**src/rtl/chip_pkg.sv**
```systemverilog
// Shared definitions for the edge-detection chip and its pixel load feeder.
// Holds the frame geometry, derived widths, the feeder FSM state type and
// a small helper for per-lane write enables.
package chip_pkg;

  localparam int unsigned IMG_DIM    = 20;
  localparam int unsigned BIT_LENGTH = 5;
  localparam int unsigned LANES      = 5;
  localparam int unsigned BEATS      = IMG_DIM * IMG_DIM / LANES;

  localparam int unsigned BEAT_W = $clog2(BEATS);
  localparam int unsigned LANE_W = $clog2(LANES);
  localparam int unsigned WORD_W = LANES * BIT_LENGTH;

  typedef logic [WORD_W-1:0] word_t;

  typedef enum logic [1:0] {
    ST_FILL  = 2'd0,
    ST_WAIT  = 2'd1,
    ST_BURST = 2'd2
  } feed_state_t;

  function automatic logic [LANES-1:0] lane_onehot(input logic [LANE_W-1:0] lane);
    lane_onehot       = '0;
    lane_onehot[lane] = 1'b1;
  endfunction

endpackage

```
**src/rtl/pixel_frame_buf.sv**
```systemverilog
// One frame of packed pixel storage: BEATS words of LANES pixels each.
// Ports:
//   clk      in  write clock
//   wr_en    in  per-lane write enable (LANES bits)
//   wr_addr  in  beat index to write
//   wr_data  in  packed word; only enabled lanes are written
//   rd_addr  in  beat index to read
//   rd_data  out packed word at rd_addr (combinational read)
// Contents are not reset.
module pixel_frame_buf
  import chip_pkg::*;
(
  input  logic              clk,
  input  logic [LANES-1:0]  wr_en,
  input  logic [BEAT_W-1:0] wr_addr,
  input  word_t             wr_data,
  input  logic [BEAT_W-1:0] rd_addr,
  output word_t             rd_data
);

  word_t mem [BEATS];

  always_ff @(posedge clk) begin
    for (int unsigned j = 0; j < LANES; j++) begin
      if (wr_en[j]) begin
        mem[wr_addr][j*BIT_LENGTH +: BIT_LENGTH] <= wr_data[j*BIT_LENGTH +: BIT_LENGTH];
      end
    end
  end

  assign rd_data = mem[rd_addr];

endmodule

```
**src/rtl/pixel_frame_feeder.sv**
```systemverilog
// Transmit side of the 5-lane pixel load interface.
// Accepts raster-order pixels over valid/ready, packs them 5 per word into a
// frame buffer, and once a full frame is held and the chip signals dst_ready,
// streams it as BEATS gap-free beats with load_end on the final beat.
// Ports:
//   clk, reset (async, active-low)
//   pix_valid/pix_data/pix_ready  host pixel handshake
//   dst_ready                     chip ready to load (sampled in WAIT)
//   pixel_out0..4                 beat lanes, lane 0 = lowest pixel index
//   load_end                      high on the last beat only
//   busy                          high while beats are driven
//   frame_done                    one-cycle pulse after the last beat
// Configuration: define PINGPONG_EN for two frame banks (fill overlaps burst,
// bursts leave in fill order). Undefined: single bank, strictly serial.
module pixel_frame_feeder
  import chip_pkg::*;
(
  input  logic                  clk,
  input  logic                  reset,
  input  logic                  pix_valid,
  input  logic [BIT_LENGTH-1:0] pix_data,
  output logic                  pix_ready,
  input  logic                  dst_ready,
  output logic [BIT_LENGTH-1:0] pixel_out0,
  output logic [BIT_LENGTH-1:0] pixel_out1,
  output logic [BIT_LENGTH-1:0] pixel_out2,
  output logic [BIT_LENGTH-1:0] pixel_out3,
  output logic [BIT_LENGTH-1:0] pixel_out4,
  output logic                  load_end,
  output logic                  busy,
  output logic                  frame_done
);

`ifdef PINGPONG_EN
  localparam logic BANK_TOGGLE = 1'b1;
`else
  localparam logic BANK_TOGGLE = 1'b0;
`endif

  localparam logic [BEAT_W-1:0] LAST_BEAT = BEAT_W'(BEATS - 1);
  localparam logic [BEAT_W-1:0] PREV_BEAT = BEAT_W'(BEATS - 2);
  localparam logic [LANE_W-1:0] LAST_LANE = LANE_W'(LANES - 1);

  feed_state_t       state;
  logic [LANE_W-1:0] wr_lane;
  logic [BEAT_W-1:0] wr_beat;
  logic [BEAT_W-1:0] rd_beat;
  logic              wr_bank;
  logic              rd_bank;
  logic [1:0]        full;
  word_t             out_word;

  logic              accept;
  logic              fill_last;
  logic              burst_last;
  logic [1:0]        full_nxt;
  logic              wr_bank_nxt;
  logic              rd_bank_nxt;
  logic [LANES-1:0]  lane_we;
  logic [BEAT_W-1:0] rd_addr;
  word_t             wr_word;
  word_t             rd_word;

  // Bank bookkeeping: a bank is "full" from its fill completion until the
  // end of its burst. Fill completion and burst end in the same cycle both
  // land in full_nxt, so neither event is lost.
  always_comb begin
    accept      = pix_valid & pix_ready;
    fill_last   = accept && (wr_lane == LAST_LANE) && (wr_beat == LAST_BEAT);
    burst_last  = (state == ST_BURST) && (rd_beat == LAST_BEAT);
    full_nxt    = full;
    if (fill_last)  full_nxt[wr_bank] = 1'b1;
    if (burst_last) full_nxt[rd_bank] = 1'b0;
    wr_bank_nxt = fill_last  ? (wr_bank ^ BANK_TOGGLE) : wr_bank;
    rd_bank_nxt = burst_last ? (rd_bank ^ BANK_TOGGLE) : rd_bank;
    lane_we     = accept ? lane_onehot(wr_lane) : '0;
    wr_word     = {LANES{pix_data}};
    // Prefetch the next beat so the output register reloads every cycle.
    if ((state == ST_BURST) && (rd_beat != LAST_BEAT)) begin
      rd_addr = rd_beat + 1'b1;
    end else begin
      rd_addr = '0;
    end
  end

`ifdef PINGPONG_EN
  word_t rd_word0;
  word_t rd_word1;

  pixel_frame_buf u_buf0 (
    .clk     (clk),
    .wr_en   (lane_we & {LANES{~wr_bank}}),
    .wr_addr (wr_beat),
    .wr_data (wr_word),
    .rd_addr (rd_addr),
    .rd_data (rd_word0)
  );

  pixel_frame_buf u_buf1 (
    .clk     (clk),
    .wr_en   (lane_we & {LANES{wr_bank}}),
    .wr_addr (wr_beat),
    .wr_data (wr_word),
    .rd_addr (rd_addr),
    .rd_data (rd_word1)
  );

  assign rd_word = rd_bank ? rd_word1 : rd_word0;
`else
  pixel_frame_buf u_buf0 (
    .clk     (clk),
    .wr_en   (lane_we),
    .wr_addr (wr_beat),
    .wr_data (wr_word),
    .rd_addr (rd_addr),
    .rd_data (rd_word)
  );
`endif

  always_ff @(posedge clk or negedge reset) begin
    if (!reset) begin
      state      <= ST_FILL;
      wr_lane    <= '0;
      wr_beat    <= '0;
      rd_beat    <= '0;
      wr_bank    <= 1'b0;
      rd_bank    <= 1'b0;
      full       <= '0;
      out_word   <= '0;
      load_end   <= 1'b0;
      busy       <= 1'b0;
      frame_done <= 1'b0;
      pix_ready  <= 1'b0;
    end else begin
      full       <= full_nxt;
      wr_bank    <= wr_bank_nxt;
      rd_bank    <= rd_bank_nxt;
      pix_ready  <= ~full_nxt[wr_bank_nxt];
      frame_done <= 1'b0;

      if (accept) begin
        if (wr_lane == LAST_LANE) begin
          wr_lane <= '0;
          wr_beat <= (wr_beat == LAST_BEAT) ? '0 : wr_beat + 1'b1;
        end else begin
          wr_lane <= wr_lane + 1'b1;
        end
      end

      // The read side tracks the oldest full bank (rd_bank).
      case (state)
        ST_FILL: begin
          if (full_nxt[rd_bank]) state <= ST_WAIT;
        end
        ST_WAIT: begin
          if (dst_ready) begin
            state    <= ST_BURST;
            rd_beat  <= '0;
            out_word <= rd_word;
            load_end <= 1'b0;
            busy     <= 1'b1;
          end
        end
        ST_BURST: begin
          if (rd_beat == LAST_BEAT) begin
            state      <= full_nxt[rd_bank_nxt] ? ST_WAIT : ST_FILL;
            rd_beat    <= '0;
            out_word   <= '0;
            load_end   <= 1'b0;
            busy       <= 1'b0;
            frame_done <= 1'b1;
          end else begin
            rd_beat  <= rd_beat + 1'b1;
            out_word <= rd_word;
            load_end <= (rd_beat == PREV_BEAT);
          end
        end
        default: state <= ST_FILL;
      endcase
    end
  end

  assign pixel_out0 = out_word[0*BIT_LENGTH +: BIT_LENGTH];
  assign pixel_out1 = out_word[1*BIT_LENGTH +: BIT_LENGTH];
  assign pixel_out2 = out_word[2*BIT_LENGTH +: BIT_LENGTH];
  assign pixel_out3 = out_word[3*BIT_LENGTH +: BIT_LENGTH];
  assign pixel_out4 = out_word[4*BIT_LENGTH +: BIT_LENGTH];

endmodule
```
**config.mk**
```make
export PLATFORM = sky130hd
export DESIGN_NAME = pixel_frame_feeder
export DESIGN_NICKNAME = d
export VERILOG_FILES = /design/src/rtl/chip_pkg.sv /design/src/rtl/pixel_frame_buf.sv /design/src/rtl/pixel_frame_feeder.sv
export SDC_FILE = /design/constraint.sdc
export NUM_CORES = 2
export LEC_CHECK = 0
export ABC_AREA = 1
export BUFFER_PORTS_ARGS = -buffer_cell sky130_fd_sc_hd__buf_2
export CAP_MARGIN = 20
export CORE_ASPECT_RATIO = 1.5
export CORE_MARGIN = 2
export CORE_UTILIZATION = 45
export DETAILED_ROUTE_END_ITERATION = 8
export RECOVER_POWER = 100
export SETUP_SLACK_MARGIN = 0.05
export SLEW_MARGIN = 40
export SYNTH_ARGS = -nofsm -noshare
export SYNTH_HDL_FRONTEND = slang
export SYNTH_SLANG_ARGS = --single-unit
```
**constraint.sdc**
```tcl
create_clock -name clk -period 3.2 [get_ports clk]
set_clock_uncertainty 0.1 [all_clocks]
set_input_delay 0.64 -clock clk [delete_from_list [all_inputs] [get_ports clk]]
set_output_delay 0.64 -clock clk [all_outputs]
set_load 0.02 [all_outputs]
```
## Word level (Yosys, flattened, before mapping)

Memory sizes are Yosys's and may differ from the RTL's.
Index checks and enable logic that the tools add are counted.

- Input bits: 9
- Register bits: 50
- Memories: 1
- Logic and storage cells: 76
- Output and inout port bits: 29
- Bits in latches: 0
- Bits in read-only memories: 0
- Bits in writable memories: 2000

Memory list:

| memory | words | bits a word | rd ports | clocked after Yosys merged registers in | write ports | line | source |
|---|---|---|---|---|---|---|---|
| u_buf0.mem | 80 | 25 | 1 | 0 | 1 | pixel_frame_buf.sv:21 | `word_t mem [BEATS];` |

- Reduce and logical (&&, ||, !) cells: 11
- Bitwise operators: 2
- Eq/ne operators: 10
- $lt $le $gt $ge: 2
- Div/mod/pow operators: 0
- Multiplexer cells: 37
- Shifts and indexed selects: 0
- Add/subtract/negate cells: 3
- Multipliers: 0

Operators with widths:

| cell | count |
|---|---|
| 25-bit two-way mux | 2 |
| 25-bit one-hot mux with 2 select lines | 1 |
| 7-bit two-way mux | 4 |
| 7-bit == test, second input constant | 3 |
| 1-bit two-way mux | 20 |
| 7-bit by 1-bit adder with 7-bit output, second input constant | 2 |
| 7-bit one-hot mux with 2 select lines | 1 |
| 7-bit inequality test, second input constant | 1 |
| 2-bit two-way mux | 3 |
| 2-bit one-hot mux with 3 select lines | 1 |
| 3-bit AND reduction | 2 |
| 1-bit logical AND | 5 |
| 5-bit two-way mux | 1 |
| 3-bit by 4-bit < comparator with 1-bit output, second input constant | 1 |
| 2-bit inequality test, second input constant | 2 |
| 1-bit one-hot mux with 2 select lines | 2 |
| 2-bit AND reduction | 2 |
| 3-bit by 1-bit adder with 3-bit output, second input constant | 1 |
| 1-bit demux with 3-bit select | 1 |
| 3-bit == test, second input constant | 1 |
| 3-bit by 1-bit >= comparator with 1-bit output, second input constant | 1 |
| 3-bit two-way mux | 1 |
| 2-bit by 1-bit == test with 1-bit output, second input constant | 1 |
| 2-bit == test, second input constant | 1 |
| other kinds (5) | 5 |

## Logic depth before layout (Yosys ltp)

- Depth after elaboration: 8
- Mapped depth: 18
- Mapped depth without buffers: 16

## Modules after synthesis

From an unflattened synthesis, not the netlist that was laid out.

- Cell total of the unflattened synthesis: 7138
- Area, all modules: 83845.4 sq um

By module, submodules not included:

| module | seq. area each (sq um) | times used | cells an instance | area each (sq um) |
|---|---|---|---|---|
| pixel_frame_buf | 60057.6 | 1 | 6863 | 81475.6 |
| pixel_frame_feeder | 1226.2 | 1 | 275 | 2369.8 |

## Worst setup path before layout

OpenSTA, ideal clock, no wires.

- Path type: reg2reg
- From: register rd_beat[0]
- To: register out_word[10]
- Cell stages (with the launch flop): 18
- Library setup time: 0.066 ns
- Period minus slack after synthesis: 2.860 ns
- Required time: 3.034 ns
- Setup slack: 0.340 ns
- Path buffers: 5
- Arrival time: 2.694 ns
- Path through: dfrtp_1 > inv_2 > buf_2 > buf_2 > clkbuf_1 > ha_1 > nand3b_2 > inv_2 > buf_2 > clkbuf_1 > o211ai_1 > nand3_1 > nand3_1 > nand3_1 > nand2_1 > inv_1 > nand2_1 > nand2_1

- Longest elaborated chain between the ends: 6
- Elaborated cells between the ends (all ways): 9
- Those cells by class: add/sub (1); eq/ne (2); mux (4); reduce/logical (1); memory (1)

Ends and longest elaborated chain:

| element | line | source |
|---|---|---|
| from (decl) | pixel_frame_feeder.sv:47 | `logic [BEAT_W-1:0] rd_beat;` |
| from (signal assigned) | pixel_frame_feeder.sv:173 | `rd_beat <= rd_beat + 1'b1;` |
| parallel branches: the longest is 5 deep, another holds memory read 80 x 25 bit | n/a |  |
| 25-bit one-hot mux with 2 select lines (*) | pixel_frame_feeder.sv:151 | `case (state)` |
| to (signal assigned) | pixel_frame_feeder.sv:159 | `out_word <= rd_word;` |
| to (signal assigned) | pixel_frame_feeder.sv:174 | `out_word <= rd_word;` |
| to (decl) | pixel_frame_feeder.sv:51 | `word_t out_word;` |

Every way passes the cells marked *. The select of a mux whose other input is x is not followed.
A chain may end at the register's enable or synchronous reset.

## Final worst setup path

- From: input port pix_data[4]
- To: memory u_buf0.mem[62][19] (netlist name) (data pin)

RTL lines:

| element | line | source |
|---|---|---|
| from (decl) | pixel_frame_feeder.sv:21 | `input logic [BIT_LENGTH-1:0] pix_data,` |
| to (decl) | pixel_frame_buf.sv:21 |  |

Straight into the memory's write port.

==> results.yml <==
sta:
  slew_violations: 489
  hold_ws_ps: 55.66
  fmax_mhz: 311.7
  period_needed_ps: 3208
  fin_crit_sh_pct: 100.3
  worst_slew_pin_slew_ps: 3104
  rsz0062_at_grt: "true"
  hold_violations: 0
  final.setup.tns_ps: -55.31
  finalSetupViolations: 9
  maxSlewHeadroom_pct: -107.0
  setup_ws_ps: -8.366
detailed_routing:
  vias_per_cell: 5.904
  ant_nets: 0
  drc: 0
  routed_wl_mm: 264.1
  vias: 58600
  wire_per_inst_um: 26.61
  drtPass1Iterations: 6
  drt_iter0_drc: 6376
critical_path:
  critPathBufInv: 2
  cp-start-kind: "input port"
  rrSetupSlack_ps: 70
  slowest_stage: "clkdlybuf4s25_1"
  reg2regPathDepth: 6
  cp.arrival_ps: 3690
  crit_path_cell_trace: "clkdlybuf4s25_1 > buf_4"
  slowest_delay_ps: 2350
  critical_path.top_delay_family: "buffers and inverters"
  timing.rr.end: "u_buf0.mem[67][11]"
  worstPathRequired_ps: 3680
  cp-end-kind: "flop"
  path_max_fanout: 37
  r2r-start: "wr_beat[0]"
  crit_type: "in -> reg"
synthesis:
  synth_cells: 7242
  netlist_area_mm2: 0.08544
  syn_avg_cell_area_um2: 11.80
  ys_seq_area_share_pct: 71.73
  synth_nets: 7256
  yosys_warnings: 0
  synth_cell_types: 32
  yosys_register_bits: 2049
worst_hold_path:
  hold_end: "state[0]"
  hold_path_depth: 4
  hold_path.class: "in -> reg"
  min_from: "dst_ready"
placement:
  gp_congestion: 0.8896
  port-buffer-count: 37
  dp_hpwl_mm: 165.5
global_route:
  grt_pass1_vias: 57390
  grt-ovfl-total: 0
  antenna_found_initial: 5
  grt_pass1_wl_mm: 376.5
  grt.total_usage_pct: 26.21
  grt_max_degree: 145
cells_and_area:
  nFillCells: 16310
  final_common_cell: "edfxtp_1"
  nets: 7335
  drive_gt1_share_pct: 11.06
  area_growth_pct: 13.08
  most-common-layout-cells: "edfxtp_1 (2000), nand2_1 (1636), nand3_1 (1606), nor2_1 (431), nand4_1 (202)"
die:
  die_area_mm2: 0.1934
  start_util_pct: 45.36
  io_pins: 38
  dieHeight_um: 537.7
  rows: 195
  die_w_um: 359.8
  coreArea_mm2: 0.1884
clock_tree:
  htree_levels: 4
  tritoncts: "yes"
  ctsLongestPathBuffers: 4
  clk_pin_slew_ps: 70
  numCtsBuffers: 187
  clock-sinks: 2049
  cts-root-buf: "clkbuf_16"
  clkLatencyLatePin_ps: 840
power_and_ir_drop:
  vdd_drop_max_v: 0.0006027
  pwr_density_cell_mw_per_mm2: 548.0
  p_leak_nw: 32.72
run:
  cap_violations: 11
outcome:
  status: "finished, violations left"
  violations: "capacitance limit, slew limit, setup timing"
## registers in the layout, indices dropped and copies added (netlist names)
register and cells:
pix_ready 1, wr_beat 7, busy 1, wr_lane 3, out_word 25, full 1
load_end 1, state 2, rd_beat 7, frame_done 1, u_buf0.mem 2000
## through the flow
stage	util, %	total power, mW	setup WS, ps	instances	cell area [um2]
2_1_floorplan	-	30.58	340.1	7242	85440
3_3_place_gp	47.98	31.69	-153.1	9552	90360
3_5_place_dp	47.98	31.71	-169.2	9552	90370
4_1_cts	51.22	53.23	-53.38	9887	96470
5_1_grt	51.29	54.15	24.06	9924	96620
6_report	51.30	52.95	-8.366	9925	96620
## synth_stat cells
library cell,count,area (um2)
inv_1,122,457.9
nand3b_2,1,11.26
buf_6,6,67.56
xor2_1,3,26.28
clkinv_1,1,3.750
nor2_2,2,12.51
o211ai_1,200,1501
inv_2,10,37.54
clkbuf_1,249,934.7
nand4_1,202,1264
nor3_2,2,20.02
nand2_1,1649,6190
ha_1,5,62.56
nand3_4,1,17.52
buf_1,42,157.7
o31ai_1,1,7.510
nand3_1,1660,8308
o2111ai_1,1,8.760
buf_4,62,465.5
edfxtp_1,2000,60060
o21ai_0,15,75.07
nor2_1,433,1625
or2_2,176,1101
nor3_1,11,55.05
a21oi_1,153,765.7
buf_2,178,890.9
a311oi_1,1,8.760
nor2_8,1,20.02
nor3b_1,1,7.510
nand3_2,4,40.04
dfrtp_1,49,1226
nand2_4,1,11.26
## cells by family after synthesis
family                   after synthesis  synth area share, %
AND/OR/NAND/NOR                     4144                21.87
flip-flops                          2049                71.73
buffers and inverters                670                3.529
AO/OA/AOI/OAI                        371                2.771
adder cells (fa/ha/maj)                5              0.07322
XOR/XNOR                               3              0.03076
## power breakdown
part / switching [mW] / internal [mW] / total [mW]
combinational: 1.31 / 0.197 / 1.51
sequential: 0.0871 / 29.5 / 29.6
clock: 9.74 / 12.1 / 21.9
total: 11.1 / 41.8 / 52.9
## worst max path at each step
stage                     start                  to  slack [ps]  cells past startpoint
floorplan            rd_beat[0]        out_word[10]         340                     17
global placement     rd_beat[1]        out_word[16]        -150                     17
detailed placement   rd_beat[0]        out_word[16]        -170                     16
CTS                  rd_beat[0]        out_word[16]         -50                     17
global route        pix_data[4]   u_buf0.mem[52][4]          20                      2
finish              pix_data[4]  u_buf0.mem[62][19]          -8                      2
## per-layer routing
layer / share of wire, % / vias up / global-route usage, %
met3: 6.3 / 672 / 3.154
met1: 36 / 29160 / 30.28
met2: 51 / 2567 / 46.52
li1: - / 26200 / -
met5: 0.0053 / - / 0
met4: 6.8 / 2 / 16.28
## final cells by class
cell class	instances	area (um2)	area share (%)
flip-flops and latches	2049	61280	63.43
multi-input cells	4523	21630	22.39
clock buffers	244	5029	5.205
repair buffers	426	4234	4.382
well taps	2462	3080	3.188
clock inverters	85	783.3	0.8107
inverters	133	561.8	0.5815
repair inverters	1	11.26	0.01166
diodes	2	5.005	0.005180
## what timing repair did
action	in CTS	in global routing
gates cloned	4	14
pin swaps	1	12
hold buffers	1	0
resized for setup	28	97
endpoints found under the setup margin	13	25
setup buffers	1	23
endpoints found under the hold margin	27	0
No activity file was read; power rests on OpenSTA's default activity.
